<file path="src/rtl/data_mem_arbiter_pkg.sv">
// Shared definitions for the data-memory arbiter: state encoding, port IDs, default widths.
package data_mem_arbiter_pkg;

  typedef enum logic [1:0] {
    IDLE   = 2'd0,
    GRANT0 = 2'd1,
    BURST1 = 2'd2
  } arb_state_e;

  localparam logic PORT_CPU  = 1'b0;
  localparam logic PORT_LOAD = 1'b1;

  localparam int unsigned DEF_ADDR_W = 11;
  localparam int unsigned DEF_DATA_W = 32;
  localparam int unsigned DEF_BE_W   = 4;
  localparam int unsigned DEF_LEN_W  = 4;

endpackage

</file>
<file path="src/rtl/data_mem_arbiter_beat_counter.sv">
// Remaining-beat counter for loader bursts: load, saturating decrement, zero flag.
module arb_beat_counter #(
  parameter int unsigned LEN_W = 4
) (
  input  logic             clk,
  input  logic             reset,
  input  logic             load,
  input  logic [LEN_W-1:0] loadVal,
  input  logic             dec,
  output logic             zero
);

  logic [LEN_W-1:0] cntQ, cntD;

  // Next count: load wins over decrement; never wraps below zero.
  always_comb begin
    cntD = cntQ;
    if (load) begin
      cntD = loadVal;
    end else if (dec && (cntQ != '0)) begin
      cntD = cntQ - LEN_W'(1);
    end
  end

  // Count register.
  always_ff @(posedge clk or negedge reset) begin
    if (!reset) begin
      cntQ <= '0;
    end else begin
      cntQ <= cntD;
    end
  end

  assign zero = (cntQ == '0);

endmodule

</file>
<file path="src/rtl/data_mem_arbiter.sv">
// Two-port data-memory arbiter: single-beat CPU port, bursting loader port,
// alternating priority on conflict, one-cycle read-valid pipeline.
module data_mem_arbiter
  import data_mem_arbiter_pkg::*;
#(
  parameter int unsigned ADDR_W = DEF_ADDR_W,
  parameter int unsigned DATA_W = DEF_DATA_W,
  parameter int unsigned BE_W   = DEF_BE_W,
  parameter int unsigned LEN_W  = DEF_LEN_W
) (
  input  logic              clk,
  input  logic              reset,
  input  logic              req0,
  input  logic [BE_W-1:0]   we0,
  input  logic [ADDR_W-1:0] addr0,
  input  logic [DATA_W-1:0] wdata0,
  output logic              gnt0,
  output logic              rvalid0,
  output logic              stall0,
  input  logic              req1,
  input  logic [BE_W-1:0]   we1,
  input  logic [ADDR_W-1:0] addr1,
  input  logic [DATA_W-1:0] wdata1,
  input  logic [LEN_W-1:0]  len1,
  output logic              gnt1,
  output logic              rvalid1,
  output logic              mem_en,
  output logic [BE_W-1:0]   mem_we,
  output logic [ADDR_W-1:0] mem_addr,
  output logic [DATA_W-1:0] mem_wdata,
  input  logic [DATA_W-1:0] mem_rdata,
  output logic [DATA_W-1:0] rdata
);

  arb_state_e stateQ, stateD;
  logic       lastQ, lastD;
  logic       rvalid0Q, rvalid1Q;
  logic       gnt0Raw, gnt1Raw;
  logic       cntLoad, cntDec, cntZero;
  logic       winner;

  // The grant that starts a burst is its first beat, so the counter holds the
  // beats still owed after it; len1 == 0 never enters BURST1.
  arb_beat_counter #(
    .LEN_W(LEN_W)
  ) u_beat_counter (
    .clk    (clk),
    .reset  (reset),
    .load   (cntLoad),
    .loadVal(len1 - LEN_W'(1)),
    .dec    (cntDec),
    .zero   (cntZero)
  );

  // Arbitration and next state; grants are issued in the cycle of the request.
  always_comb begin
    stateD  = stateQ;
    lastD   = lastQ;
    gnt0Raw = 1'b0;
    gnt1Raw = 1'b0;
    cntLoad = 1'b0;
    cntDec  = 1'b0;
    winner  = PORT_CPU;
    case (stateQ)
      IDLE, GRANT0: begin
        if (req0 && req1) begin
          winner = (lastQ == PORT_CPU) ? PORT_LOAD : PORT_CPU;
        end else begin
          winner = req1 ? PORT_LOAD : PORT_CPU;
        end
        if (req0 || req1) begin
          if (winner == PORT_CPU) begin
            gnt0Raw = 1'b1;
            lastD   = PORT_CPU;
            stateD  = GRANT0;
          end else begin
            gnt1Raw = 1'b1;
            lastD   = PORT_LOAD;
            if (len1 != '0) begin
              cntLoad = 1'b1;
              stateD  = BURST1;
            end else begin
              stateD = IDLE;
            end
          end
        end else begin
          stateD = IDLE;
        end
      end
      BURST1: begin
        // A dropped req1 aborts the burst without touching memory.
        if (req1) begin
          gnt1Raw = 1'b1;
          if (cntZero) begin
            stateD = IDLE;
          end else begin
            cntDec = 1'b1;
          end
        end else begin
          stateD = IDLE;
        end
      end
      default: stateD = IDLE;
    endcase
  end

  // State and last-winner registers; last resets to the loader so the CPU wins first.
  always_ff @(posedge clk or negedge reset) begin
    if (!reset) begin
      stateQ <= IDLE;
      lastQ  <= PORT_LOAD;
    end else begin
      stateQ <= stateD;
      lastQ  <= lastD;
    end
  end

  // Reset blanks grants immediately, even before the next clock edge.
  assign gnt0   = gnt0Raw & reset;
  assign gnt1   = gnt1Raw & reset;
  assign stall0 = req0 & ~gnt0;

  // Shared memory port mux; idle drives all zeros.
  always_comb begin
    mem_en    = 1'b0;
    mem_we    = '0;
    mem_addr  = '0;
    mem_wdata = '0;
    if (gnt0) begin
      mem_en    = 1'b1;
      mem_we    = we0;
      mem_addr  = addr0;
      mem_wdata = wdata0;
    end else if (gnt1) begin
      mem_en    = 1'b1;
      mem_we    = we1;
      mem_addr  = addr1;
      mem_wdata = wdata1;
    end
  end

  // Read-valid pipeline: flags a granted read beat one cycle later.
  always_ff @(posedge clk or negedge reset) begin
    if (!reset) begin
      rvalid0Q <= 1'b0;
      rvalid1Q <= 1'b0;
    end else begin
      rvalid0Q <= gnt0 && (we0 == '0);
      rvalid1Q <= gnt1 && (we1 == '0);
    end
  end

  assign rvalid0 = rvalid0Q;
  assign rvalid1 = rvalid1Q;
  assign rdata   = mem_rdata;

endmodule

</file>
<file path="config.mk">
export PLATFORM = sky130hd
export DESIGN_NAME = data_mem_arbiter
export DESIGN_NICKNAME = d
export VERILOG_FILES = /design/src/rtl/data_mem_arbiter_pkg.sv /design/src/rtl/data_mem_arbiter_beat_counter.sv /design/src/rtl/data_mem_arbiter.sv
export SDC_FILE = /design/constraint.sdc
export NUM_CORES = 1
export LEC_CHECK = 0
export CAP_MARGIN = 25
export CELL_PAD_IN_SITES_DETAIL_PLACEMENT = 0
export CELL_PAD_IN_SITES_GLOBAL_PLACEMENT = 2
export CORE_MARGIN = 2
export CORE_UTILIZATION = 10
export CTS_BUF_LIST = sky130_fd_sc_hd__clkbuf_4
export CTS_CLUSTER_SIZE = 24
export DETAILED_ROUTE_END_ITERATION = 12
export GPL_TIMING_DRIVEN = 0
export PLACE_DENSITY = 0.89
export REMOVE_ABC_BUFFERS = 1
export SYNTH_ARGS = -nofsm -noshare
export SYNTH_HDL_FRONTEND = slang
export SYNTH_HIERARCHICAL = 1
export SYNTH_SLANG_ARGS = --single-unit
export TNS_END_PERCENT = 30
</file>
<file path="constraint.sdc">
create_clock -name clk -period 5.3 [get_ports clk]
set_clock_uncertainty 0.1 [all_clocks]
set_input_delay 1.06 -clock clk [delete_from_list [all_inputs] [get_ports clk]]
set_output_delay 1.06 -clock clk [all_outputs]
set_load 0.01 [all_outputs]
</file>
# Yosys cells after proc, flatten, opt, wreduce, memory -nomap -nowiden

Cells that the tools add are included.

Add/sub/neg operators: 2
$mul: 0
Div/mod/pow operators: 0
Magnitude comparators: 0
Equality and inequality tests: 3
Shift operators: 0
Mux-type cells: 33
Bitwise gates (word level): 4
Reductions and logical operators: 14

Operator list:

| kind                  | number |
|---|---|
| $mux W32              | 2 |
| $mux W11              | 2 |
| $mux W1               | 18 |
| $mux W4               | 4 |
| $logic_not A4 Y1      | 3 |
| $mux W2               | 5 |
| $reduce_bool A4 Y1    | 2 |
| $sub A4 B1 Y4 const B | 2 |
| $logic_and A1 B1 Y1   | 4 |
| $pmux W2 S2           | 1 |
| $and A1 B1 Y1         | 3 |
| $ne A3 B3 Y1 const B  | 1 |
| $eq A2 B1 Y1 const B  | 1 |
| $eq A2 B2 Y1 const B  | 1 |
| $logic_not A2 Y1      | 1 |
| $pmux W1 S2           | 1 |
| $reduce_and A2 Y1     | 1 |
| $reduce_bool A2 Y1    | 1 |
| $reduce_or A2 Y1      | 1 |
| $logic_or A1 B1 Y1    | 1 |
| $not A1 Y1            | 1 |

Bits in registers: 9
Latch bits: 0
Memory bits (writable): 0
Bits in read-only memories: 0
Output and inout bits: 85
Word-level logic and storage cells: 61
Memories: 0

# Depth between registers and ports, before layout

Gate-level depths: netlist (run 1).

Word-level depth: 9
Gate-level depth with buffers: 7
Mapped depth without buffers: 7

# Hierarchy

Netlist (run 1), hierarchy kept.

By module, submodules not included:

| module           | instances | cells each | area each (µm²) |
|---|---|---|---|
| data_mem_arbiter | 1         | 123        | 1087.3 |
| arb_beat_counter | 1         | 27         | 270.3 |

# Worst setup path after synthesis (run 1)

OpenSTA, ideal clock, no wires.

Path type: input to output
Start: input req0
End: output mem_en
Data arrival time: 1811 ps
Setup slack: 2329 ps
Stages: 5
Path buffers: 2
Cells stage by stage: nand3b_1 -> and4_1 -> buf_6 -> buf_6 -> or2_1

Longest elaborated chain between the ends: 9
Elaborated cells between the ends (all ways): 14
Classes of those cells: mux (10); bitwise (2); reduce/logical (2)

Ends and longest elaborated chain:

| element             | line                    | source |
|---|---|---|
| from (decl)         | data_mem_arbiter.sv:13  | `input logic req0,` |
| $logic_and A1 B1 Y1 | data_mem_arbiter.sv:66  | `if (req0 && req1) begin` |
| $mux W1             | data_mem_arbiter.sv:66  |  |
| $mux W1             | data_mem_arbiter.sv:64  | `case (stateQ)` |
| $mux W1             | data_mem_arbiter.sv:72  | `if (winner == PORT_CPU) begin` |
| $mux W1             | data_mem_arbiter.sv:71  | `if (req0 \|\| req1) begin` |
| $pmux W1 S2         | data_mem_arbiter.sv:64  |  |
| $and A1 B1 Y1       | data_mem_arbiter.sv:120 | `assign gnt1 = gnt1Raw & reset;` |
| $mux W1             | data_mem_arbiter.sv:134 | `end else if (gnt1) begin` |
| $mux W1 *           | data_mem_arbiter.sv:129 | `if (gnt0) begin` |
| to (decl)           | data_mem_arbiter.sv:27  | `output logic mem_en,` |

Mark *: on every way between the ends. The rest lies on a longest branch, timed or not. The select of a mux whose other input is x is not followed.

# Worst setup path in the final report (run 1)

Start: input reset
End: output mem_addr[5]

Longest elaborated chain between the ends: 3
Elaborated cells between the ends (all ways): 4
Classes of those cells: mux (2); bitwise (2)

Ends and longest elaborated chain:

| element       | line                    | source |
|---|---|---|
| from (decl)   | data_mem_arbiter.sv:12  | `input logic reset,` |
| $and A1 B1 Y1 | data_mem_arbiter.sv:120 |  |
| $mux W11      | data_mem_arbiter.sv:134 |  |
| $mux W11 *    | data_mem_arbiter.sv:129 |  |
| to (decl)     | data_mem_arbiter.sv:29  | `output logic [ADDR_W-1:0] mem_addr,` |

Mark *: on every way between the ends. The rest lies on a longest branch, timed or not.

==> results of run 1 <==
final cells by class:
type | instances | area (um^2)
Clock buffer | 3 | 22.52
Tap cell | 176 | 220.2
Timing Repair Buffer | 156 | 1574
Clock inverter | 1 | 5.005
Fill cell | 1499 | 10450
Sequential cell | 9 | 226.5
Multi-Input combinational cell | 89 | 720.7
Inverter | 7 | 26.28
layer usage:
metal | vias up | GRT usage [%]
met1 | 749 | 11.05
li1 | 765 | -
met3 | 0 | 5.849
met4 | 0 | 0.6541
met2 | 137 | 14.12
met5 | - | 0
cells by family after synthesis:
group,synth area share (%)
buf+inv,30.42
compound gates,35.48
flops,16.68
simple gates,14.29
fa+ha+maj,1.843
xor+xnor,1.291
synth_stat cells, types with 2 or more instances:
cell type and number:
and4b_1 2, o21ai_0 2, and2_1 2, buf_4 32
dfrtp_1 8, inv_1 7, xor2_1 2, nor3_1 4
a22o_1 47, nand2b_1 2, ha_1 2, nor4_1 2
buf_6 13, nand2_1 5
worst max-delay path, stage by stage:
cell	delay, ns
clkdlybuf4s50_1	0.76
and4_2	0.96
a22o_1	0.27
clkdlybuf4s50_1	0.55
power breakdown:
group          total, mW  switching [mW]  internal (mW)
Clock             0.0541          0.0262         0.0279
Combinational      0.420           0.163          0.257
Sequential         0.122          0.0268         0.0956
sequential cells by signal (all words and copies together) (netlist names):
name                 count
rvalid1                  1
lastQ                    1
rvalid0                  1
u_beat_counter/cntQ      4
stateQ                   2
through the flow:
step                hold WS [ns]  power (mW)  TNS, ns
floorplan                 0.3641      0.3005        0
global placement          0.3738      0.5321   -6.490
detailed placement        0.3892      0.5424        0
CTS                       0.3993      0.6034        0
global route              0.4339      0.6421        0
finish                    0.3988      0.5965        0
how the worst min path moves through the flow:
stage	from	end	depth (start not counted)	slack [ns]
4_1_cts	lastQ$_DFFE_PN1P_	lastQ$_DFFE_PN1P_	2	0.40
5_1_grt	lastQ$_DFFE_PN1P_	lastQ$_DFFE_PN1P_	2	0.43
6_report	lastQ$_DFFE_PN1P_	lastQ$_DFFE_PN1P_	2	0.40
3_5_place_dp	lastQ$_DFFE_PN1P_	lastQ$_DFFE_PN1P_	2	0.39
3_3_place_gp	lastQ$_DFFE_PN1P_	lastQ$_DFFE_PN1P_	2	0.37
2_1_floorplan	lastQ$_DFFE_PN1P_	lastQ$_DFFE_PN1P_	2	0.36
==> impl_metrics.json, run 1 <==
{
  "status": "finished clean",
  "critPathCapture": "mem_addr[5]",
  "crit_required_ns": 4.14,
  "syn2layout_area_growth_pct": 105.9,
  "placed_area_um2": 2763,
  "wl_met1_mm": 3.016,
  "design_area_um2": 2795,
  "io_pins": 219,
  "cts_sinks": 9,
  "rows": 42,
  "total_leakage_power_nw": 1.052,
  "endpoint_kind": "primary output",
  "post_cts_buffers": 0,
  "wl_met3_mm": 1.031,
  "critPathArrivalTime_ns": 3.64,
  "syn_area_per_cell_um2": 9.050,
  "clkTransAtPathRegs_ns": 0.06,
  "slew_headroom_pct": 36.80,
  "synthCells": 150,
  "layout_common_cells": "clkdlybuf4s50_1, a22o_1, dfrtp_1, inv_1, nand2_1",
  "power_density_nw_per_um2": 213.4,
  "drt-initial-drc-count": 38,
  "place_ws_ns": 0.4460,
  "antenna_cells": 0,
  "viasPerCell": 3.744,
  "dpl.hpwl_mm": 5.887,
  "crit_start": "reset",
  "worst_slack_ns": 0.4989,
  "ys.flop_type": "dfrtp_1",
  "rsz0062_at_grt": "false",
  "ctsResizeCount": 0,
  "synth_top_cell_by_area": "a22o_1",
  "yosys_warnings": 6,
  "ys_async_sr_fraction_pct": 100.0,
  "slew_viol_final": 0,
  "dp_cells": 436,
  "ant_nets": 0,
  "cts_max_path_buffers": 2,
  "final_common_cell": "clkdlybuf4s50_1",
  "root_buffer": "clkbuf_4",
  "synth.distinct_cells": 34,
  "antenna_found_initial": 0,
  "grt_pass1_wl_mm": 9.956,
  "finalHoldViolCount": 0,
  "dr.max_layer_used": "met3",
  "fmax_ghz": 0.2083,
  "maxCapViolCount": 0,
  "fin_crit_sh_pct": 90.59,
  "drive_above_1_share_pct": 4.906,
  "netlist_area_um2": 1358,
  "peakVddDrop_mv": 0.07489,
  "synth_top_area_share_pct": 30.32,
  "timing.rr.end": "u_beat_counter/cntQ[1]$_DFFE_PN0P_",
  "crit_path_start_kind": "primary input",
  "die_area_um2": 14520,
  "finalNonFillerCells": 441,
  "core_um2": 13240,
  "die_h_um": 120.5,
  "cts-htree-levels": 1,
  "synth.ff_latch_count": 9,
  "wl_per_cell_um": 15.93,
  "die_w_um": 120.5,
  "port_buffers": 154,
  "synth-edff-count": 0,
  "hold_buffers": 0,
  "nNetsFinal": 402,
  "hold_path_class": "flop to flop",
  "drc": 0,
  "worst-slew-pin-transition_ns": 0.9480,
  "worstReg2RegStart": "u_beat_counter/cntQ[0]$_DFFE_PN0P_",
  "vias": 1651,
  "initial_core_util_pct": 10.25,
  "crit_type": "primary input to primary output",
  "synthTopCellsByArea": "a22o_1, buf_4, dfrtp_1",
  "utilization_pct": 21.11,
  "fin_crit_ns": 4.801,
  "drt_wl_total_mm": 7.025,
  "grtUsageTotal_pct": 9.104,
  "gp_congestion": 0.6914,
  "grt_pass1_vias": 1791,
  "cts_buffers": 3,
  "grt_overflow_total": 0,
  "first_pass_iters": 4,
  "finalSetupViolCount": 0,
  "wl_met2_mm": 2.978,
  "yosysSeqAreaShare_pct": 16.68,
  "grt_max_degree": 51,
  "crit_fanout": 50,
  "ff2ff_path_depth": 7,
  "clk_latency_ns": 0.26,
  "regToRegSetupSlack_ns": 3.08,
  "cts_tree": "yes"
}
(Power assumes the default switching activity.)
==> run 2: changes to the inputs <==
Settings changed: CORE_AREA from default to 2 2 84 86, CORE_MARGIN 2 to default, CORE_UTILIZATION 10 to default, DIE_AREA from default to 0 0 86 88, DONT_BUFFER_PORTS from default to 1, PLACE_DENSITY 0.89 to 0.66.
==> impl_metrics.json, run 2 (synthesis results as in run 1) <==
{
  "finalHoldViolCount": 0,
  "rows": 30,
  "grt_pass1_vias": 911,
  "crit_fanout": 51,
  "max_stage_delay_ns": 0.84,
  "fin_crit_ns": 3.541,
  "crit_type": "primary input to primary output",
  "crit_required_ns": 4.14,
  "dpl.hpwl_mm": 3.907,
  "cts-htree-levels": 1,
  "critPathArrivalTime_ns": 2.38,
  "ctsResizeCount": 0,
  "drc": 0,
  "peakVddDrop_mv": 0.09108,
  "placed_area_um2": 1074,
  "hold_path_class": "primary input to asynchronous set/reset pin",
  "design_area_um2": 1104,
  "finalSetupViolCount": 0,
  "critPathSlowestCell": "and4b_2",
  "grt_pass1_wl_mm": 5.796,
  "hold_buffers": 0,
  "reg_top3": "u_beat_counter/cntQ (4), stateQ (2)",
  "drive_above_1_share_pct": 10.09,
  "antenna_cells": 0,
  "viasPerCell": 5.841,
  "crit_path_start_kind": "primary input",
  "root_buffer": "clkbuf_4",
  "vias": 1104,
  "ant_nets": 0,
  "drt-initial-drc-count": 31,
  "layout_common_cells": "a22o_1, dfrtp_1, inv_1, nand2_1",
  "finalSetupTns_ns": 0,
  "cts_tree": "yes",
  "clk_latency_ns": 0.26,
  "die_h_um": 88,
  "worst-slew-pin-transition_ns": 1.187,
  "rsz0062_at_grt": "false",
  "status": "finished clean",
  "endpoint_kind": "primary output",
  "cts_sinks": 9,
  "grt_max_degree": 52,
  "largest_reg_flops": 4,
  "core_um2": 6644,
  "fmax_ghz": 0.2824,
  "gp_congestion": 0.7485,
  "nNetsFinal": 246,
  "regMostFlops": "u_beat_counter/cntQ",
  "io_pins": 219,
  "final_common_cell": "a22o_1",
  "maxCapViolCount": 0,
  "syn2layout_area_growth_pct": -18.71,
  "place_ws_ns": 1.704,
  "total_leakage_power_nw": 0.4522,
  "fillers": 736,
  "cp_cell_sequence": "nand2b_1, and4b_2, a22o_1",
  "die_w_um": 86,
  "grt_overflow_total": 0,
  "wl_per_cell_um": 25.30,
  "slew_headroom_pct": 20.86,
  "slew_viol_final": 0,
  "grtUsageTotal_pct": 10.51,
  "port_buffers": 0,
  "cts_buffers": 3,
  "worst_slack_ns": 1.759,
  "die_area_um2": 7568,
  "initial_core_util_pct": 20.43,
  "antenna_found_initial": 0,
  "power_density_nw_per_um2": 361.3,
  "post_cts_buffers": 0,
  "clkTransAtPathRegs_ns": 0.06,
  "fin_crit_sh_pct": 66.82,
  "cts_max_path_buffers": 2,
  "drt_wl_total_mm": 4.782,
  "first_pass_iters": 4
}
run 2: cell types whose count changed in the layout (fill, tap and decap cells not counted), sizes merged:
cell,delta
buf,-2
clkdlybuf4s50,-154
clkinv,-1
clkbuf,+1
run 2: final timing paths:
path                                                     from                                  to  slack [ns]  cells after the start
max                                                      req1                        mem_addr[10]        1.76                      3
min                                                     reset               stateQ[1]$_DFFE_PN0N_        0.39                      0
max reg2reg                u_beat_counter/cntQ[0]$_DFFE_PN0P_  u_beat_counter/cntQ[3]$_DFFE_PN0P_        3.04                      7
min reg2reg                                 lastQ$_DFFE_PN1P_                   lastQ$_DFFE_PN1P_        0.39                      2
max in group asynchronous                               reset                   lastQ$_DFFE_PN1P_        4.55                      0
min in group clk                            lastQ$_DFFE_PN1P_                   lastQ$_DFFE_PN1P_        0.39                      2
run 2: area by class of cell:
| type | count | area, um^2 | share of cell area (%) |
|---|---|---|---|
| Sequential cell | 9 | 226.5 | 20.52 |
| Tap cell | 80 | 100.1 | 9.070 |
| Multi-Input combinational cell | 89 | 720.7 | 65.31 |
| Inverter | 7 | 26.28 | 2.381 |
| Clock buffer | 4 | 30.03 | 2.721 |
run 2: per-layer routing:
metal  global-route usage (%)  part of all wire [%]  vias to the layer above
met5                    3.247                  0.33                        -
met1                    13.65                    43                      537
li1                         -                     -                      451
met4                    1.299                  0.46                        2
met2                    12.83                    42                      108
met3                    9.237                    14                        6
run 2: power by group:
part           total (mW)  switching [mW]  internal (mW)  leakage, nW
sequential          0.122          0.0266         0.0956        0.112
combinational       0.218           0.129         0.0893        0.322
clock              0.0582          0.0241         0.0341       0.0184
total               0.399           0.180          0.219        0.452
run 2: per-stage QoR:
stage	hold slack [ns]	utilization [%]	power, mW	cells
global placement	0.3809	16.12	0.3412	185
floorplan	0.3641	-	0.3005	105
detailed placement	0.3825	16.16	0.3418	185
finish	0.3873	16.61	0.3987	189
CTS	0.3827	16.61	0.4018	189
global route	0.3680	16.61	0.4298	189
run 2: critical path, delay by kind of cell:
family / cells / cell delay (ns)
compound gates: 1 / 0.38
simple gates: 2 / 0.91
